File: config.mk
export PLATFORM = sky130hd
export DESIGN_NAME = sandbox_host_bridge_flat
export DESIGN_NICKNAME = d
export VERILOG_FILES = /design/src/rtl/sandbox_host_bridge_pkg.sv /design/src/rtl/sandbox_host_bridge_if.sv /design/src/rtl/sandbox_tx_serializer.sv /design/src/rtl/sandbox_host_bridge.sv /design/src/flat_wrapper.sv
export SDC_FILE = /design/constraint.sdc
export NUM_CORES = 1
export LEC_CHECK = 0
export CELL_PAD_IN_SITES_DETAIL_PLACEMENT = 0
export CELL_PAD_IN_SITES_GLOBAL_PLACEMENT = 1
export CORE_MARGIN = 5
export CORE_UTILIZATION = 35
export CTS_CLUSTER_DIAMETER = 50
export DETAILED_ROUTE_END_ITERATION = 10
export PLACE_DENSITY_LB_ADDON = 0.1
export SLEW_MARGIN = 10
export SYNTH_ARGS = -nofsm -noshare
export SYNTH_HDL_FRONTEND = slang
export SYNTH_SLANG_ARGS = --single-unit
File: constraint.sdc
create_clock -name masterClock -period 5 [get_ports masterClock]
set_input_delay 0.5 -clock masterClock [delete_from_list [all_inputs] [get_ports masterClock]]
set_output_delay 0.5 -clock masterClock [all_outputs]
set_load 0.01 [all_outputs]
File: src/rtl/sandbox_host_bridge_pkg.sv
// Shared types and constants for the sandbox host bridge.
// Frame geometry, FSM state encodings and error bit positions.
package sandbox_host_bridge_pkg;

  localparam int FRAME_BYTES = 5;
  localparam logic [2:0] LAST_IDX = 3'(FRAME_BYTES - 1);

  localparam int ERR_RX_OVERRUN   = 0;
  localparam int ERR_TX_COLLISION = 1;

  typedef enum logic [1:0] {
    RX_IDLE,
    RX_COLLECT,
    RX_HOLD
  } rxState_t;

  typedef enum logic {
    TX_IDLE,
    TX_SEND
  } txState_t;

endpackage

File: src/rtl/sandbox_host_bridge_if.sv
// UART-side byte stream between the bridge and the rx/tx byte modules.
// master = UART side, slave = bridge side.
interface sandbox_host_bridge_if;

  logic       rxValid;
  logic [7:0] rxByte;
  logic [7:0] txByte;
  logic       txValid;
  logic       txReady;

  modport master (
    output rxValid,
    output rxByte,
    output txReady,
    input  txByte,
    input  txValid
  );

  modport slave (
    input  rxValid,
    input  rxByte,
    input  txReady,
    output txByte,
    output txValid
  );

endinterface

File: src/rtl/sandbox_tx_serializer.sv
// Response serializer: registered edge detect on transmitData,
// 40-bit capture of {status, outputData}, MSB-first valid/ready output.
module sandbox_tx_serializer
  import sandbox_host_bridge_pkg::*;
(
  input  logic        masterClock,
  input  logic        reset,
  input  logic        transmitData,
  input  logic [7:0]  status,
  input  logic [31:0] outputData,
  input  logic        txReady,
  output logic        txValid,
  output logic [7:0]  txByte,
  output logic        collision
);

  txState_t    txState;
  txState_t    txNext;
  logic        tdReg;
  logic        tdPrev;
  logic [39:0] shiftReg;
  logic [2:0]  txIndex;
  logic        rise;
  logic        capture;
  logic        advance;

  assign rise    = tdReg & ~tdPrev;
  assign txValid = (txState == TX_SEND);
  assign txByte  = shiftReg[39:32];

  // Next-state and strobes; a new edge while sending is only flagged.
  always_comb begin
    txNext    = txState;
    capture   = 1'b0;
    advance   = 1'b0;
    collision = 1'b0;
    unique case (txState)
      TX_IDLE: begin
        if (rise) begin
          capture = 1'b1;
          txNext  = TX_SEND;
        end
      end
      TX_SEND: begin
        collision = rise;
        if (txReady) begin
          advance = 1'b1;
          if (txIndex == LAST_IDX) begin
            txNext = TX_IDLE;
          end
        end
      end
      default: txNext = TX_IDLE;
    endcase
  end

  // State, edge-detect pipeline and the byte shift register.
  always_ff @(posedge masterClock) begin
    if (reset) begin
      txState  <= TX_IDLE;
      tdReg    <= 1'b0;
      tdPrev   <= 1'b0;
      shiftReg <= '0;
      txIndex  <= '0;
    end else begin
      txState <= txNext;
      tdReg   <= transmitData;
      tdPrev  <= tdReg;
      if (capture) begin
        shiftReg <= {status, outputData};
        txIndex  <= '0;
      end else if (advance) begin
        shiftReg <= {shiftReg[31:0], 8'h00};
        txIndex  <= (txIndex == LAST_IDX) ? 3'd0 : txIndex + 3'd1;
      end
    end
  end

endmodule

File: src/rtl/sandbox_host_bridge.sv
// Host framing bridge: assembles 5-byte request frames from the UART,
// holds them for the process, and frames responses back out.
module sandbox_host_bridge
  import sandbox_host_bridge_pkg::*;
#(
  parameter int TIMEOUT_CYCLES = 50000
) (
  input  logic                 masterClock,
  input  logic                 reset,
  sandbox_host_bridge_if.slave uart,
  output logic                 dataReceived,
  output logic [7:0]           control,
  output logic [31:0]          inputData,
  input  logic                 clearDR,
  input  logic                 transmitData,
  input  logic [7:0]           status,
  input  logic [31:0]          outputData,
  output logic                 frameTimeout,
  output logic [1:0]           error
);

  localparam int TW = (TIMEOUT_CYCLES > 2) ? $clog2(TIMEOUT_CYCLES) : 1;
  localparam logic [TW-1:0] T_LAST = TW'(TIMEOUT_CYCLES - 1);

  rxState_t      rxState;
  rxState_t      rxNext;
  logic [2:0]    byteCount;
  logic [TW-1:0] timer;
  logic          acceptByte;
  logic          frameDone;
  logic          timeoutHit;
  logic          overrun;
  logic          txCollision;

  // Rx next-state; a byte arriving on the timeout cycle keeps the frame.
  always_comb begin
    rxNext     = rxState;
    acceptByte = 1'b0;
    frameDone  = 1'b0;
    timeoutHit = 1'b0;
    overrun    = 1'b0;
    unique case (rxState)
      RX_IDLE: begin
        if (uart.rxValid) begin
          acceptByte = 1'b1;
          rxNext     = RX_COLLECT;
        end
      end
      RX_COLLECT: begin
        if (uart.rxValid) begin
          acceptByte = 1'b1;
          if (byteCount == LAST_IDX) begin
            frameDone = 1'b1;
            rxNext    = RX_HOLD;
          end
        end else if (timer == T_LAST) begin
          timeoutHit = 1'b1;
          rxNext     = RX_IDLE;
        end
      end
      RX_HOLD: begin
        overrun = uart.rxValid;
        if (clearDR) begin
          rxNext = RX_IDLE;
        end
      end
      default: rxNext = RX_IDLE;
    endcase
  end

  // Rx state, frame assembly, inactivity timer and sticky errors.
  always_ff @(posedge masterClock) begin
    if (reset) begin
      rxState      <= RX_IDLE;
      byteCount    <= '0;
      timer        <= '0;
      control      <= '0;
      inputData    <= '0;
      dataReceived <= 1'b0;
      frameTimeout <= 1'b0;
      error        <= '0;
    end else begin
      rxState      <= rxNext;
      frameTimeout <= timeoutHit;
      if (acceptByte || rxState != RX_COLLECT) begin
        timer <= '0;
      end else begin
        timer <= timer + 1'b1;
      end
      if (rxState == RX_IDLE && acceptByte) begin
        control   <= uart.rxByte;
        byteCount <= 3'd1;
      end
      if (rxState == RX_COLLECT && acceptByte) begin
        inputData <= {inputData[23:0], uart.rxByte};
        byteCount <= frameDone ? 3'd0 : byteCount + 3'd1;
      end
      if (timeoutHit) begin
        byteCount <= '0;
      end
      if (frameDone) begin
        dataReceived <= 1'b1;
      end else if (rxState == RX_HOLD && clearDR) begin
        dataReceived <= 1'b0;
      end
      if (overrun) begin
        error[ERR_RX_OVERRUN] <= 1'b1;
      end
      if (txCollision) begin
        error[ERR_TX_COLLISION] <= 1'b1;
      end
    end
  end

  sandbox_tx_serializer txSer (
    .masterClock  (masterClock),
    .reset        (reset),
    .transmitData (transmitData),
    .status       (status),
    .outputData   (outputData),
    .txReady      (uart.txReady),
    .txValid      (uart.txValid),
    .txByte       (uart.txByte),
    .collision    (txCollision)
  );

endmodule

File: src/flat_wrapper.sv
// flat-port wrapper written by rule: the top's interface ports become plain ports
module sandbox_host_bridge_flat import sandbox_host_bridge_pkg::*;
#(
  parameter int TIMEOUT_CYCLES = 50000
)
  (masterClock, reset, dataReceived, control, inputData, clearDR, transmitData, status, outputData, frameTimeout, error, uart_rxValid, uart_rxByte, uart_txReady, uart_txByte, uart_txValid);
  sandbox_host_bridge_if uart_i ();
  input  logic masterClock;
  input  logic reset;
  output logic dataReceived;
  output logic [7:0] control;
  output logic [31:0] inputData;
  input  logic clearDR;
  input  logic transmitData;
  input  logic [7:0] status;
  input  logic [31:0] outputData;
  output logic frameTimeout;
  output logic [1:0] error;
  input wire logic [$bits(uart_i.rxValid)-1:0] uart_rxValid;
  input wire logic [$bits(uart_i.rxByte)-1:0] uart_rxByte;
  input wire logic [$bits(uart_i.txReady)-1:0] uart_txReady;
  output wire logic [$bits(uart_i.txByte)-1:0] uart_txByte;
  output wire logic [$bits(uart_i.txValid)-1:0] uart_txValid;
  assign uart_i.rxValid = uart_rxValid;
  assign uart_i.rxByte = uart_rxByte;
  assign uart_i.txReady = uart_txReady;
  assign uart_txByte = uart_i.txByte;
  assign uart_txValid = uart_i.txValid;
  sandbox_host_bridge #(.TIMEOUT_CYCLES(TIMEOUT_CYCLES)) u_core (.masterClock(masterClock), .reset(reset), .uart(uart_i), .dataReceived(dataReceived), .control(control), .inputData(inputData), .clearDR(clearDR), .transmitData(transmitData), .status(status), .outputData(outputData), .frameTimeout(frameTimeout), .error(error));
endmodule
Yosys cells after proc, flatten, opt, wreduce, memory -nomap -nowiden
Cells that the tools add are included.
Operators by class
  add/subtract/negate cells: 3
  equal/unequal tests: 10
  mux-type cells: 31
  bitwise operators: 3
  reduce and logical (&&, ||, !) cells: 13
Operators by type and width (count)
  40-bit 2-to-1 mux: 2
  1-bit 2-to-1 mux: 18
  16-bit by 1-bit adder with 16-bit output (second input constant): 1
  16-bit equality test (second input constant): 1
  3-bit 2-to-1 mux: 4
  2-bit 2-to-1 mux: 5
  2-bit OR reduction: 4
  3-bit by 1-bit adder with 3-bit output (second input constant): 2
  3-bit equality test (second input constant): 2
  3-bit by 2-bit inequality test with 1-bit output (second input constant): 2
  2-bit case mux with 3 select lines: 1
  2-bit nonzero test: 3
  2-bit inequality test (second input constant): 2
  4-bit AND reduction: 1
  1-bit logical AND: 3
  2-bit by 1-bit equality test with 1-bit output (second input constant): 1
  2-bit equality test (second input constant): 1
  2-bit logical NOT: 1
  2-bit by 1-bit inequality test with 1-bit output (second input constant): 1
  1-bit NOT: 2
  1-bit case mux with 2 select lines: 1
  1-bit AND: 1
  1-bit logical OR: 1
Storage, ports and cells
  register bits: 111
  output and inout port bits: 53

Depth between registers and ports, before layout
Gate-level depths: netlist of run 1.
  word-level depth: 6
  depth in mapped cells: 6

By module
A second synthesis of run 1 with hierarchy kept.
Unflattened totals
  cell total of the unflattened synthesis: 519
  area, all modules: 4480.5 um^2
Modules (own cells, without submodules)
  sandbox_host_bridge: times used 1, cells an instance 292, area an instance 2514.9 um^2, seq. area each 1301.2 um^2
  sandbox_tx_serializer: times used 1, cells an instance 227, area an instance 1965.6 um^2, seq. area each 920.9 um^2

Least setup slack after synthesis of run 1
OpenSTA, ideal clock, no wires.
  path kind: register to register
  start: register u_core.timer[7]
  end: register u_core.byteCount[0]
  setup time: 128 ps
  data arrival time: 1628 ps
  slack: 3244 ps
  stages on the path, launching flop included: 5
  buffers on the path: 0
  period minus slack after synthesis: 1756 ps
  cell sequence: dfxtp_1 > or4_1 > or4_4 > nor4_4 > nor3_1
Between the ends
  longest elaborated chain between the ends: 5
Ends and longest elaborated chain
  start, declared: line sandbox_host_bridge.sv:28  | logic [TW-1:0] timer;
  start signal, assigned: line sandbox_host_bridge.sv:88  | timer <= timer + 1'b1;
  16-bit equality test: line sandbox_host_bridge.sv:56  | end else if (timer == T_LAST) begin
  1-bit 2-to-1 mux: line sandbox_host_bridge.sv:56
  1-bit 2-to-1 mux: line sandbox_host_bridge.sv:50  | if (uart.rxValid) begin
  1-bit 2-to-1 mux: line sandbox_host_bridge.sv:42  | unique case (rxState)
  2-bit OR reduction (no line)
  end signal, assigned: line sandbox_host_bridge.sv:96  | byteCount <= frameDone ? 3'd0 : byteCount + 3'd1;
  end, declared: line sandbox_host_bridge.sv:27  | logic [2:0] byteCount;
Every way passes these cells.
A chain may end at the register's enable or synchronous reset.

Final worst setup path of run 1
  start: input uart_rxValid
  end: register u_core.byteCount[0]
Between the ends
  longest elaborated chain between the ends: 4
Ends and longest elaborated chain
  start, declared: line flat_wrapper.sv:19  | input wire logic [$bits(uart_i.rxValid)-1:0] uart_rxValid;
  1-bit 2-to-1 mux (on tied branches): line sandbox_host_bridge.sv:50, sandbox_host_bridge.sv:44
  1-bit 2-to-1 mux (on tied branches)
  3-bit 2-to-1 mux, or another cell as far along: line sandbox_host_bridge.sv:96
  3-bit 2-to-1 mux / 2-bit nonzero test (equally long branches)
Parallel ways exist; a longest one is shown, timed or not.

==> results of run 1 <==
logic make-up after synthesis:
kind of cell             after synthesis  synth area share [%]
AO/OA/AOI/OAI                        124                  16.8
flip-flops                           111                  51.6
adder cells (fa/ha/maj)                5                  1.45
XOR/XNOR                              12                  2.44
AND/OR/NAND/NOR                      198                  20.5
buffers and inverters                 47                  5.09
multiplexers                           9                  2.09
registers in the layout (all words and copies together) (netlist names), 2 cells and up:
| signal | cells |
|---|---|
| u_core.error | 2 |
| u_core.control | 8 |
| u_core.byteCount | 3 |
| u_core.rxState | 2 |
| u_core.timer | 16 |
| u_core.txSer.shiftReg | 40 |
| u_core.txSer.txIndex | 3 |
| u_core.inputData | 32 |
cells in the final DEF, fill, tap and decap left out, types with 3 or more instances in the layout:
cell type / n
ha_1: 5
nor2b_1: 3
inv_1: 9
nand3_1: 16
o21ai_0: 4
nand3b_1: 3
clkbuf_16: 9
nand4_1: 3
a31oi_1: 3
nor2_2: 3
mux2i_1: 9
nor3_1: 10
buf_4: 6
a21oi_1: 79
xnor2_1: 11
nor4_1: 3
nand2_1: 113
a22oi_1: 33
nor2_1: 31
dfxtp_1: 111
clkdlybuf4s50_1: 105
stage by stage:
step                utilization (%)  hold slack, ps  worst slack [ps]  power [uW]  instances
floorplan                         -             430              3240        1030        506
global placement               45.1             442              2410        1120        726
detailed placement             45.1             446              2420        1120        726
CTS                            47.4             456              2780        1810        742
global route                   47.4             477              2560        1860        742
finish                         47.4             452              2760        1770        742
layer usage:
metal / share of wire, % / global-route usage (%)
met4: 1.2 / 4.46
met5: 0 / 0
met3: 6.0 / 5.73
met1: 48 / 20.4
met2: 44 / 22.6
power by group:
group          switching (uW)  internal, uW  total [uW]  leakage [uW]
Combinational            84.8          86.3         171      0.000838
Clock                     306           364         670      0.000136
Sequential               17.5           911         929      0.000901
area by class of cell:
cell class | count | area [um^2]
Inverter | 9 | 33.8
Clock buffer | 13 | 260
Timing Repair Buffer | 111 | 1100
Fill cell | 1214 | 6320
Tap cell | 147 | 184
Sequential cell | 111 | 2220
Clock inverter | 3 | 17.5
Multi-Input combinational cell | 348 | 1880
worst max path at each step:
stage | to | cells after the start
floorplan | u_core.byteCount[0] | 4
global placement | u_core.byteCount[0] | 5
detailed placement | u_core.byteCount[0] | 5
CTS | u_core.byteCount[0] | 5
global route | u_core.inputData[25] | 5
finish | u_core.byteCount[0] | 5
worst reg2reg max path: cells and delay by family (launching register included):
kind,cells,cell delay (ps)
flops,1,370
fa+ha+maj,1,220
simple gates,4,1230
==> results.json, run 1 <==
{
  "status": "complete, no violations",
  "cts_hold_buf": 0,
  "ys_top_cells_by_area": "dfxtp_1, nand2_1, a21oi_1",
  "async_flop_share_pct": 0,
  "placed_area_um2": 5410,
  "wirelength_um": 10800,
  "synth_area_per_cell_um2": 8.51,
  "grt_pass1_vias": 3653,
  "cp_top_family": "simple AND/OR/NAND/NOR gates",
  "nets": 649,
  "synth_top_cell_by_area": "dfxtp_1",
  "drt_iter0_drc": 194,
  "hold_depth": 2,
  "clk_pin_slew_ps": 70,
  "drc_errors": 0,
  "grt_setup_unrepaired": "no",
  "antenna_cells": 0,
  "timing.fmax_mhz": 447,
  "tritoncts": "yes",
  "postCtsResizedCells": 0,
  "ys.flop_type": "dfxtp_1",
  "antenna_found_initial": 0,
  "die_w_um": 121,
  "worstSetupPathType": "input port to flip-flop",
  "syn_nets": 565,
  "synth_top_cell_area_share_pct": 51.6,
  "fin_crit_sh_pct": 44.7,
  "hold_viol_final": 0,
  "hp-start": "u_core.txSer.shiftReg[37]",
  "fin_skew_ps": 8.41,
  "worstSetupEndpointType": "flip-flop",
  "period_needed_ps": 2240,
  "clock_latency_ps": 350,
  "synth_edf_count": 0,
  "crit_required_ps": 5180,
  "via_per_inst": 5.00,
  "leakagePower_uw": 0.00188,
  "die_h_um": 121,
  "p_per_area_nw_per_um2": 311,
  "grt-ovfl-total": 0,
  "path_buf_inv": 1,
  "cp-startpoint": "uart_rxValid",
  "yosysMostFrequentCell": "nand2_1",
  "cts-root-buf": "clkbuf_16",
  "crit_slowest_cell": "nand2_1",
  "die_area_um2": 14600,
  "area_delta_synth_final_pct": 32.1,
  "post-cts-setup-buffers": 0,
  "cp_data_arrival_time_ps": 2420,
  "vias": 3709,
  "synthDistinctLibCells": 40,
  "max_stage_delay_ps": 650,
  "cts_htree_levels": 3,
  "max-vdd-ir-drop_v": 0.000291,
  "min_to": "u_core.txSer.shiftReg[37]",
  "wl_per_cell_um": 14.6,
  "cts_made_buffers": 9,
  "rows": 40,
  "yosysSeqAreaShare_pct": 51.6,
  "portBuffers": 106,
  "start_util_pct": 35.8,
  "place.gp.congestion": 0.749,
  "grt_first_pass_wirelength_um": 17900,
  "num_io_pins": 107,
  "grt_max_degree": 94,
  "tightestPinTransition_ps": 1060,
  "yosysWarnings": 0,
  "grt.total_usage_pct": 15.2,
  "design_area_um2": 5690,
  "regToRegSetupSlack_ps": 3040,
  "synthCells": 506,
  "syn_area_um2": 4310,
  "setup_tns_ps": 0,
  "cts_max_path_buffers": 2,
  "layout-drive-gt1-share_pct": 4.71,
  "synth_common_cells": "nand2_1, dfxtp_1, a21oi_1",
  "r2r-start": "u_core.timer[0]",
  "r2r_end": "u_core.byteCount[0]",
  "antenna_left": 0,
  "ys_ff_latch": 111,
  "core_area_um2": 12000,
  "maxSlewViolCount": 0,
  "r2r_cells": 5,
  "maxSlewHeadroom_pct": 29.3,
  "hp-class": "flip-flop to flip-flop",
  "dp_hpwl_um": 7200,
  "crit_chain": "clkdlybuf4s50_1, nor2b_1, nand2_1, o22ai_1, nor3_1",
  "critPathMaxFanout": 33,
  "drt_pass1_iterations": 4,
  "setup_viol": 0,
  "start_kind": "input port",
  "max_cap_violations": 0,
  "cts.sinks": 111
}
(Power assumes the default switching activity.)
==> inputs of run 2 (changes only) <==
==> constraint.sdc (replaced) <==
create_clock -name masterClock -period 2.25 [get_ports masterClock]
set_input_delay 0.225 -clock masterClock [delete_from_list [all_inputs] [get_ports masterClock]]
set_output_delay 0.225 -clock masterClock [all_outputs]
set_load 0.01 [all_outputs]
==> run 2 against run 1 <==
Design area rose by 1.8%; first-iteration DRC count rose by 44%; clock power rose to 2.5 times the previous value; highest routed layer unchanged; via count fell by 0.57%; global-route usage rose by 0.16 points.
==> results.json, run 2 (synthesis results as in run 1) <==
{
  "setup_tns_ps": 0,
  "period_needed_ps": 1860,
  "maxSlewHeadroom_pct": 70.5,
  "antenna_left": 0,
  "start_util_pct": 35.8,
  "max_cap_violations": 0,
  "post-cts-setup-buffers": 0,
  "start_kind": "flip-flop",
  "status": "complete, no violations",
  "cts_made_buffers": 9,
  "largest_register_ffs": 40,
  "r2r_end": "u_core.byteCount[0]",
  "clock_latency_ps": 350,
  "drc_errors": 0,
  "pre_cts_ws_ps": 392,
  "core_area_um2": 12000,
  "cts.sinks": 111,
  "setup_viol": 0,
  "worstSetupPathType": "flip-flop to flip-flop",
  "wirelength_um": 10800,
  "cts_htree_levels": 3,
  "cts_hold_buf": 0,
  "num_io_pins": 107,
  "critPathMaxFanout": 6,
  "r2r-start": "u_core.timer[7]",
  "grt.total_usage_pct": 15.3,
  "maxSlewViolCount": 0,
  "drt_iter0_drc": 279,
  "cts_max_path_buffers": 2,
  "crit_end": "u_core.byteCount[0]",
  "r2r_cells": 4,
  "tritoncts": "yes",
  "fin_crit_sh_pct": 82.9,
  "rows": 40,
  "nets": 656,
  "tightestPinTransition_ps": 442,
  "wl_per_cell_um": 14.5,
  "clk_pin_slew_ps": 70,
  "cp_data_arrival_time_ps": 2080,
  "holdWs_ps": 317,
  "regToRegSetupSlack_ps": 390,
  "grt-ovfl-total": 0,
  "dp_hpwl_um": 7430,
  "cp-startpoint": "u_core.timer[7]",
  "grt_setup_unrepaired": "no",
  "max-vdd-ir-drop_v": 0.000368,
  "grt_max_degree": 94,
  "via_per_inst": 4.93,
  "reg_top3": "u_core.txSer.shiftReg: 40 flops, u_core.inputData: 32 flops, u_core.timer: 16 flops",
  "crit_required_ps": 2470,
  "portBuffers": 106,
  "final_common_cell": "nand2_1",
  "grt_first_pass_wirelength_um": 18100,
  "leakagePower_uw": 0.00193,
  "grt_pass1_vias": 3666,
  "antenna_found_initial": 0,
  "fin_ws_ps": 386,
  "place.gp.congestion": 0.789,
  "worstSetupEndpointType": "flip-flop",
  "design_area_um2": 5790,
  "die_area_um2": 14600,
  "drt_pass1_iterations": 7,
  "hp-class": "input port to flip-flop",
  "timing.fmax_mhz": 536,
  "layout-drive-gt1-share_pct": 5.82,
  "top_register": "u_core.txSer.shiftReg",
  "fin_util_pct": 48.2,
  "antenna_cells": 0,
  "placed_area_um2": 5480,
  "vias": 3688,
  "p_per_area_nw_per_um2": 715,
  "postCtsResizedCells": 0,
  "area_delta_synth_final_pct": 34.5,
  "hold_viol_final": 0,
  "final_cell_mix": "nand2_1, dfxtp_1, clkdlybuf4s50_1",
  "fin_skew_ps": 5.15,
  "die_h_um": 121,
  "cts-root-buf": "clkbuf_16",
  "die_w_um": 121
}
==> run 2: final cells by class <==
cell class                      instances  area, um^2
Timing Repair Buffer                  118        1160
Fill cell                            1185        6220
Inverter                                9        33.8
Multi-Input combinational cell        348        1880
Sequential cell                       111        2220
Clock buffer                           11         243
Tap cell                              147         184
Clock inverter                          4        70.1
==> run 2: critical path, cell delays in order (launching register included) <==
cell and delay [ps]:
dfxtp_1 360, or4_1 540, or4_4 570, nor4_4 190, nor3_1 80
==> run 2: report_power, final <==
group / total (uW) / internal (uW) / switching (uW)
clock network: 1680 / 997 / 686
logic: 391 / 202 / 190
registers: 2060 / 2020 / 38.7
==> run 2: how the worst min path moves through the flow <==
stage,startpoint,to,slack [ps],depth (start not counted)
floorplan,transmitData,u_core.txSer.tdReg,350,1
global placement,u_core.timer[0],u_core.timer[0],440,1
detailed placement,u_core.txSer.shiftReg[23],u_core.txSer.shiftReg[23],450,2
CTS,reset,u_core.rxState[0],300,3
global route,reset,u_core.rxState[0],300,3
finish,reset,u_core.rxState[0],320,3
==> run 2: per-stage QoR <==
stage	instances	power [uW]
6_report	748	4140
5_1_grt	748	4320
4_1_cts	748	4200
3_5_place_dp	733	2500
3_3_place_gp	733	2500
2_1_floorplan	506	2300
==> run 2: layer usage <==
| layer | share of wire (%) | vias up | track usage (%) |
|---|---|---|---|
| met5 | 0 | - | 0 |
| met4 | 0.92 | 0 | 3.82 |
| met3 | 6.8 | 8 | 6.71 |
| met2 | 46 | 70 | 23.8 |
| met1 | 47 | 1708 | 19.5 |
| li1 | - | 1902 | - |
